===== src/rtl/key_step_generator_pkg.sv =====
`default_nettype none
// +----------------------------------------------------------------------------+
// | Module   : key_step_pkg                                                    |
// | Purpose  : Shared types and constants for the key step generator.          |
// | Revision : 1.0 - initial release                                           |
// +----------------------------------------------------------------------------+
package key_step_pkg;

  typedef enum logic [1:0] {
    IDLE   = 2'd0,
    DELAY  = 2'd1,
    REPEAT = 2'd2
  } step_state_t;

  localparam int KEY_UP    = 3;
  localparam int KEY_DOWN  = 2;
  localparam int KEY_LEFT  = 1;
  localparam int KEY_RIGHT = 0;

  typedef logic [3:0] key_vec_t;

  // True when exactly one key is held (popcount == 1).
  function automatic logic is_one_hot(input key_vec_t v);
    return (v != 4'b0000) && ((v & (v - 4'd1)) == 4'b0000);
  endfunction

endpackage
`default_nettype wire


===== src/rtl/key_step_generator_if.sv =====
`default_nettype none
// +----------------------------------------------------------------------------+
// | Module   : key_step_generator_if                                           |
// | Purpose  : Button inputs and step/level outputs of the key step generator. |
// | Revision : 1.0 - initial release                                           |
// +----------------------------------------------------------------------------+
interface key_step_generator_if;
  import key_step_pkg::*;

  key_vec_t key_raw;   // raw asynchronous buttons
  key_vec_t key;       // one-cycle step strobe
  key_vec_t key_held;  // debounced pressed level

  // Board / stimulus side: drives buttons, observes steps.
  modport master (output key_raw, input key, input key_held);
  // Generator side.
  modport slave  (input key_raw, output key, output key_held);
endinterface
`default_nettype wire


===== src/rtl/key_step_generator_debounce.sv =====
`default_nettype none
// +----------------------------------------------------------------------------+
// | Module   : key_debounce                                                    |
// | Purpose  : One button: 2-flop synchroniser, polarity normalisation and a   |
// |            stable-count debouncer producing an active-high held level.     |
// | Revision : 1.0 - initial release                                           |
// +----------------------------------------------------------------------------+
module key_debounce #(
  parameter int DEBOUNCE_CYCLES = 500_000,
  parameter int KEY_ACTIVE_LOW  = 1
) (
  input  wire logic clk,
  input  wire logic rst,
  input  wire logic i_raw,
  output logic      o_held
);

  localparam int              CW     = (DEBOUNCE_CYCLES > 1) ? $clog2(DEBOUNCE_CYCLES) : 1;
  localparam logic [CW-1:0]   C_TERM = CW'(DEBOUNCE_CYCLES - 1);
  // Raw level of a released button; sync flops reset to it so reset reads "released".
  localparam logic            C_RELEASED = (KEY_ACTIVE_LOW != 0) ? 1'b1 : 1'b0;

  logic          r_sync1;
  logic          r_sync2;
  logic          r_held;
  logic [CW-1:0] r_cnt;
  logic          w_level;

  assign w_level = (KEY_ACTIVE_LOW != 0) ? ~r_sync2 : r_sync2;
  assign o_held  = r_held;

  // Synchronise, then accept a level change only after it stays stable long enough.
  always_ff @(posedge clk) begin
    if (rst) begin
      r_sync1 <= C_RELEASED;
      r_sync2 <= C_RELEASED;
      r_held  <= 1'b0;
      r_cnt   <= '0;
    end else begin
      r_sync1 <= i_raw;
      r_sync2 <= r_sync1;
      if (w_level != r_held) begin
        if (r_cnt == C_TERM) begin
          r_held <= ~r_held;
          r_cnt  <= '0;
        end else begin
          r_cnt  <= r_cnt + CW'(1);
        end
      end else begin
        r_cnt <= '0;
      end
    end
  end

endmodule
`default_nettype wire


===== src/rtl/key_step_generator.sv =====
`default_nettype none
// +----------------------------------------------------------------------------+
// | Module   : key_step_generator                                              |
// | Purpose  : Debounces four direction buttons and emits one-hot, one-cycle   |
// |            step strobes, with optional hold-to-auto-repeat.                |
// | Config   : KEY_AUTO_REPEAT_EN - defined: DELAY/REPEAT auto-repeat;         |
// |            undefined: one strobe per debounced press.                      |
// | Revision : 1.0 - initial release                                           |
// +----------------------------------------------------------------------------+
module key_step_generator
  import key_step_pkg::*;
#(
  parameter int DEBOUNCE_CYCLES = 500_000,
  parameter int REPEAT_DELAY    = 12_500_000,
  parameter int REPEAT_PERIOD   = 1_250_000,
  parameter int KEY_ACTIVE_LOW  = 1
) (
  input wire logic clk,
  input wire logic rst,
  key_step_generator_if.slave bus
);

  key_vec_t w_held;
  logic     w_valid;
  key_vec_t r_key;

  for (genvar i = 0; i < 4; i++) begin : g_key
    key_debounce #(
      .DEBOUNCE_CYCLES (DEBOUNCE_CYCLES),
      .KEY_ACTIVE_LOW  (KEY_ACTIVE_LOW)
    ) u_debounce (
      .clk    (clk),
      .rst    (rst),
      .i_raw  (bus.key_raw[i]),
      .o_held (w_held[i])
    );
  end

  assign w_valid      = is_one_hot(w_held);
  assign bus.key_held = w_held;
  assign bus.key      = r_key;

`ifdef KEY_AUTO_REPEAT_EN

  localparam int            RPT_MAX       = (REPEAT_DELAY > REPEAT_PERIOD) ? REPEAT_DELAY : REPEAT_PERIOD;
  localparam int            CW            = (RPT_MAX > 1) ? $clog2(RPT_MAX) : 1;
  localparam logic [CW-1:0] C_DELAY_TERM  = CW'(REPEAT_DELAY - 1);
  localparam logic [CW-1:0] C_PERIOD_TERM = CW'(REPEAT_PERIOD - 1);

  step_state_t   r_state, w_state_nxt;
  logic [CW-1:0] r_cnt,   w_cnt_nxt;
  key_vec_t      r_dir,   w_dir_nxt;
  key_vec_t      w_key_nxt;

  // State register plus registered strobe, direction and repeat counter.
  always_ff @(posedge clk) begin
    if (rst) begin
      r_state <= IDLE;
      r_cnt   <= '0;
      r_dir   <= '0;
      r_key   <= '0;
    end else begin
      r_state <= w_state_nxt;
      r_cnt   <= w_cnt_nxt;
      r_dir   <= w_dir_nxt;
      r_key   <= w_key_nxt;
    end
  end

  // Next state: invalid selection always returns to IDLE; a new single key restarts DELAY.
  always_comb begin
    w_state_nxt = r_state;
    case (r_state)
      IDLE: begin
        if (w_valid) w_state_nxt = DELAY;
      end
      DELAY: begin
        if (!w_valid)                  w_state_nxt = IDLE;
        else if (w_held != r_dir)      w_state_nxt = DELAY;
        else if (r_cnt == C_DELAY_TERM) w_state_nxt = REPEAT;
      end
      REPEAT: begin
        if (!w_valid)             w_state_nxt = IDLE;
        else if (w_held != r_dir) w_state_nxt = DELAY;
      end
      default: w_state_nxt = IDLE;
    endcase
  end

  // Strobe, direction latch and counter reload on each terminal count or fresh press.
  always_comb begin
    w_key_nxt = '0;
    w_dir_nxt = r_dir;
    w_cnt_nxt = r_cnt;
    case (r_state)
      IDLE: begin
        if (w_valid) begin
          w_key_nxt = w_held;
          w_dir_nxt = w_held;
          w_cnt_nxt = '0;
        end
      end
      DELAY, REPEAT: begin
        if (!w_valid) begin
          w_cnt_nxt = '0;
        end else if (w_held != r_dir) begin
          w_key_nxt = w_held;
          w_dir_nxt = w_held;
          w_cnt_nxt = '0;
        end else if (r_cnt == ((r_state == DELAY) ? C_DELAY_TERM : C_PERIOD_TERM)) begin
          w_key_nxt = r_dir;
          w_cnt_nxt = '0;
        end else begin
          w_cnt_nxt = r_cnt + CW'(1);
        end
      end
      default: begin
        w_cnt_nxt = '0;
      end
    endcase
  end

`else

  // Without auto-repeat the only state is the key already stepped for the
  // current press (zero = IDLE); a strobe fires when a valid key differs from it.
  key_vec_t r_dir, w_dir_nxt;
  key_vec_t w_key_nxt;

  // State register plus registered strobe.
  always_ff @(posedge clk) begin
    if (rst) begin
      r_dir <= '0;
      r_key <= '0;
    end else begin
      r_dir <= w_dir_nxt;
      r_key <= w_key_nxt;
    end
  end

  // Next state: follow the held key while valid, fall back to IDLE otherwise.
  always_comb begin
    w_dir_nxt = w_valid ? w_held : '0;
  end

  // One strobe on entering a new single-key selection.
  always_comb begin
    w_key_nxt = '0;
    if (w_valid && (w_held != r_dir)) w_key_nxt = w_held;
  end

`endif

endmodule
`default_nettype wire


===== src/flat_wrapper.sv =====
// flat-port wrapper written by rule: the top's interface ports become plain ports
module key_step_generator_flat import key_step_pkg::*;
#(
  parameter int DEBOUNCE_CYCLES = 500_000,
  parameter int REPEAT_DELAY    = 12_500_000,
  parameter int REPEAT_PERIOD   = 1_250_000,
  parameter int KEY_ACTIVE_LOW  = 1
)
  (clk, rst, bus_key_raw, bus_key, bus_key_held);
  key_step_generator_if bus_i ();
  input wire logic clk;
  input wire logic rst;
  input wire logic [$bits(bus_i.key_raw)-1:0] bus_key_raw;
  output wire logic [$bits(bus_i.key)-1:0] bus_key;
  output wire logic [$bits(bus_i.key_held)-1:0] bus_key_held;
  assign bus_i.key_raw = bus_key_raw;
  assign bus_key = bus_i.key;
  assign bus_key_held = bus_i.key_held;
  key_step_generator #(.DEBOUNCE_CYCLES(DEBOUNCE_CYCLES), .REPEAT_DELAY(REPEAT_DELAY), .REPEAT_PERIOD(REPEAT_PERIOD), .KEY_ACTIVE_LOW(KEY_ACTIVE_LOW)) u_core (.clk(clk), .rst(rst), .bus(bus_i));
endmodule

===== config.mk =====
export PLATFORM = sky130hd
export DESIGN_NAME = key_step_generator_flat
export DESIGN_NICKNAME = d
export VERILOG_FILES = /design/src/rtl/key_step_generator_pkg.sv /design/src/rtl/key_step_generator_if.sv /design/src/rtl/key_step_generator_debounce.sv /design/src/rtl/key_step_generator.sv /design/src/flat_wrapper.sv
export SDC_FILE = /design/constraint.sdc
export NUM_CORES = 1
export LEC_CHECK = 0
export ABC_CLOCK_PERIOD_IN_PS = 3450
export CORE_MARGIN = 2
export CORE_UTILIZATION = 40
export CTS_CLUSTER_SIZE = 12
export DETAILED_ROUTE_END_ITERATION = 10
export PLACE_DENSITY = 0.62
export SYNTH_ARGS = -nofsm -noshare
export SYNTH_HDL_FRONTEND = slang
export SYNTH_SLANG_ARGS = --single-unit

===== constraint.sdc =====
create_clock -name clk -period 3.45 [get_ports clk]
set_input_delay 0.69 -clock clk [delete_from_list [all_inputs] [get_ports clk]]
set_output_delay 0.69 -clock clk [all_outputs]
set_load 0.05 [all_outputs]

Word-level counts from Yosys, hierarchy flattened
Cells that the tools add are included.

word-level totals
  bits in registers = 96
  latch bits = 0
  bits in writable memories = 0
  bits in read-only memories = 0
  input port bits = 6
  output and inout bits = 8
  logic and storage cells = 61
  memories kept = 0

operators by class
  add/subtract/negate cells = 5
  multiply operators = 0
  divide/modulo/power cells = 0
  order comparisons = 0
  eq/ne operators = 9
  shift-type cells = 0
  multiplexer cells = 0
  bitwise logic cells = 15
  reduce and logical (&&, ||, !) cells = 14

operators by type and width
  cell                                               number
  adder 19 x 1 -> 19 bit (second input constant)     4
  equality test 19 bit (second input constant)       4
  NOT 1 bit                                          14
  OR reduction 3 bit                                 4
  AND reduction 2 bit                                4
  bitwise AND 4 bit                                  1
  zero test 4 bit                                    1
  inequality test 1 bit                              4
  inequality test 4 bit                              1
  nonzero test 4 bit                                 1
  OR reduction 2 bit                                 2
  subtractor 4 x 1 -> 4 bit (second input constant)  1
  logical AND 1 bit                                  2

Depth between registers and ports, before layout
  word-level depth = 7
  gate-level depth with buffers = 7
  depth with buffers taken out = 5

Modules after synthesis
From an unflattened synthesis, not the netlist that was laid out.

second synthesis, totals
  cells, all modules = 459
  area, all modules = 4,191.5 sq um

modules (own cells, without submodules)
  module              instances  cells each  area an instance (sq um)  seq. area each (sq um)
  key_debounce        4          108         969.7                     440.4
  key_step_generator  1          27          312.8                     160.2

Least setup slack after synthesis
Ideal clock, no wire load.

  kind = register to register
  start = register u_core.g_key[0].u_debounce.r_cnt[0]
  end = register u_core.g_key[0].u_debounce.r_cnt[18]
  library setup time = 70 ps
  data arrival time = 1,725 ps
  required time = 3,380 ps
  setup slack = 1,655 ps
  cell stages (with the launch flop) = 6
  path buffers = 0
  clock period less this slack = 1,795 ps
  cell sequence = dfxtp_1 > ha_1 > nand4_1 > or4_1 > or3_1 > a21oi_1

between the ends
  longest elaborated chain between the ends = 2
  elaborated cells on any way between the ends = 3
  classes of those cells = add/sub: 1; eq/ne: 1; reduce/logical: 1

ends and longest elaborated chain
  element                                                                         RTL line                           RTL
  start: declaration                                                              key_step_generator_debounce.sv:26  logic [CW-1:0] r_cnt;
  start signal: assignment                                                        key_step_generator_debounce.sv:47  r_cnt <= r_cnt + CW'(1);
  parallel branches: the longest is 2 deep, another holds adder 19 x 1 -> 19 bit  -

Parallel ways; which one is timed is not known.
A chain may end at the register's enable or synchronous reset.

Final worst setup path
  start = register u_core.g_key[2].u_debounce.r_held
  end = output port bus_key_held[2]

RTL lines
  element                   RTL line                           RTL
  start: declaration        key_step_generator_debounce.sv:25  logic r_held;
  start signal: assignment  key_step_generator_debounce.sv:44  r_held <= ~r_held;
  end: declaration          flat_wrapper.sv:15                 output wire logic [$bits(bus_i.key_held)-1:0] bus_key_held;

No word-level cell between the ends.

==> key figures <==
Outcome
  • Run status: completed

Clocking
  • Gates resized, CTS repair: 0
  • # H-tree levels: 3
  • Insertion delay to the later sink of the worst-skew pair: 370 ps
  • Sink Count: 96
  • CTS tree: built
  • Clock tree buffer depth: 2
  • Post-CTS Setup Inserts: 0
  • Clock-pin slew on the worst setup and hold paths: 90 ps
  • Num CTS Buffers: 9
  • CTS Hold Bufs: 0
  • Clk root buf: clkbuf_8

Global routing
  • Number of global-route vias before repair: 2928
  • Total gr overflow: 0
  • Largest net degree at the start of global routing: 20
  • Global-route wire length before repair: 13300 µm
  • Total track usage: 14.5%
  • Initial antenna violation count: 0

Timing
  • RSZ-0062 raised after global routing: no
  • TNS Setup: 0 ps
  • Relative slew slack: 18.8%
  • Final min period: 2460 ps
  • FMAX: 0.406 GHz
  • Final Hold Viols: 0
  • Max Slew Vio Count: 0
  • Period Utilization, post-route: 71.3%
  • # setup viols final: 0
  • Layout Skew: 8.98 ps
  • Slew at the pin closest to its max-slew limit: 1210 ps

Worst setup path
  • CP Cell Sequence: clkdlybuf4s50_1
  • Crit. End Element: output pin
  • Cell family with most CP delay: buffers and inverters
  • Max stage delay on crit path: 870 ps
  • CP Class: reg2out
  • Startpoint types: flip-flop
  • Buf/Inv on CP: 1
  • Data required, critical path: 2760 ps
  • Crit-path slowest cell: clkdlybuf4s50_1
  • CP max FO: 9
  • Critical Path AT: 1770 ps

Drt
  • Via density: 5.13
  • DR WL/cell: 12.2 µm
  • Routed WL: 7580 µm
  • DR pass1 iterations: 4
  • DRT antenna net count: 0
  • DRC errors left: 0
  • Initial DRC Count: 154
  • Via Count: 3188

Synthesis
  • Netlist cell types: 46
  • Synth warn: 0
  • #FFs+latches synth: 96
  • Syn Area/Cell: 8.90 µm²
  • Synthesized instance count: 472
  • Register area share after synthesis: 45.8%
  • Mapped Area: 4200 µm²
  • Syn Nets: 482

Finish
  • Nets: 490
  • Layout Utilization: 45.2%
  • Layout cells sized above 1: 6.80%
  • Antenna diodes: 0
  • Layout Area Growth over Synthesis: 10.6%
  • # fillers: 1025

Floorplan
  • Die area: 11300 µm²
  • Top-level port count: 14
  • Chip Width: 106 µm
  • Starting Density: 40.9%
  • Die height: 106 µm
  • Core area: 10300 µm²
  • Row cnt: 37

Placed design
  • Post-DP HPWL: 5190 µm
  • GPL Wtd Cong: 0.820
  • PortBufs: 13

Pwr
  • Maximum vdd drop: 158 µV
  • PwrDens: 421 nW/µm²
  • Leakage power total: 0.00138 µW

Hold path
  • Min-delay worst type: reg2reg

Run
  • Max_cap viols: 0
through the flow:
stage               total power (µW)  hold WS, ps  instances  worst slack (ps)  instance area, µm²
CTS                             1980          417        621               937                4650
finish                          1960          416        621               990                4650
global placement                1170          395        605              1090                4420
detailed placement              1170          393        605              1050                4420
global route                    2040          422        621               908                4650
floorplan                       1160          389        472              1660                4200
synthesized netlist by cell type (all sizes together):
master / number / share of area [%]
nand3: 26 / 3.1
o221ai: 1 / 0.21
nor2b: 2 / 0.30
a311oi: 1 / 0.21
nor4: 21 / 3.1
a31oi: 2 / 0.30
mux2: 1 / 0.27
o31ai: 6 / 1.2
clkbuf: 8 / 0.72
nor2: 80 / 7.2
or2: 11 / 1.6
nor4b: 4 / 0.83
ha: 4 / 1.2
nand2b: 1 / 0.15
and3: 4 / 0.60
buf: 11 / 1.6
a211oi: 1 / 0.18
a31o: 1 / 0.21
and2: 8 / 1.2
nand4: 22 / 3.9
xor2: 20 / 4.2
a311o: 1 / 0.24
nor3: 17 / 2.0
inv: 15 / 1.3
o21ai: 5 / 0.60
or4: 8 / 1.5
or3: 6 / 0.89
a41o: 1 / 0.24
a21oi: 11 / 1.3
xnor2: 46 / 9.6
dfxtp: 96 / 46
nand4b: 1 / 0.21
o21ba: 1 / 0.24
and3b: 1 / 0.21
nor3b: 2 / 0.36
or4b: 2 / 0.48
nand2: 19 / 1.7
a21o: 1 / 0.18
and4: 4 / 0.83
power by group:
part / leakage (µW) / switching, µW / internal [µW]
Clock: 0.000106 / 389 / 427
Combinational: 0.000496 / 13.3 / 11.9
Sequential: 0.000775 / 3.43 / 1110
registers in the layout, summed over array words and instances (netlist names):
| signal | cells |
|---|---|
| u_core.g_key.u_debounce.r_cnt | 76 |
| u_core.g_key.u_debounce.r_sync2 | 4 |
| u_core.g_key.u_debounce.r_sync1 | 4 |
| u_core.bus.key | 4 |
| u_core.r_dir | 4 |
| u_core.g_key.u_debounce.o_held | 4 |
final timing paths:
check,end,slack [ps],cells after the start,from
worst max-delay path,bus_key_held[2],990,1,u_core.g_key[2].u_debounce.o_held$_SDFFE_PP0P_
worst min-delay path,u_core.g_key[0].u_debounce.r_sync2$_SDFF_PP1_,420,1,u_core.g_key[0].u_debounce.r_sync1$_SDFF_PP1_
worst max register to register,u_core.g_key[2].u_debounce.r_cnt[16]$_SDFF_PP0_,1300,5,u_core.g_key[2].u_debounce.r_cnt[0]$_SDFF_PP0_
worst min register to register,u_core.g_key[0].u_debounce.r_sync2$_SDFF_PP1_,420,1,u_core.g_key[0].u_debounce.r_sync1$_SDFF_PP1_
metal layers:
layer	part of all wire (%)	track usage (%)	vias to the layer above	wire, µm
li1	-	-	1651	-
met1	50	18.8	1490	3760
met2	46	22.6	37	3510
met3	2.4	2.64	10	185
met4	1.7	8.07	0	130
met5	0	0	-	0
cells by family after synthesis:
family                     synth area share [%]
and+or+nand+nor                            30.2
DFF                                        45.8
xor gates and xnor gates                   13.8
buffers and inverters                      3.67
AOI/OAI and AO/OA                          5.10
adders and majority gates                  1.19
muxes                                     0.268
cell usage in the layout, fill, tap and decap left out, drive strengths merged, types with 11 or more instances in the layout:
| cell | instances |
|---|---|
| nor2 | 80 |
| nor4 | 21 |
| dfxtp | 96 |
| nand3 | 26 |
| xor2 | 20 |
| xnor2 | 46 |
| a21oi | 11 |
| or2 | 11 |
| clkbuf | 11 |
| nand4 | 22 |
| nand2 | 19 |
| inv | 15 |
| clkdlybuf4s50 | 13 |
| nor3 | 17 |
area by class of cell:
| class | instances | area, µm² | share of cell area, % |
|---|---|---|---|
| Multi-Input combinational cell | 342 | 2120 | 45.7 |
| Clock inverter | 5 | 80.1 | 1.72 |
| Sequential cell | 96 | 1920 | 41.4 |
| Timing Repair Buffer | 16 | 153 | 3.29 |
| Tap cell | 136 | 170 | 3.66 |
| Inverter | 15 | 56.3 | 1.21 |
| Clock buffer | 11 | 141 | 3.04 |
Power figures use the tool's default switching activity.
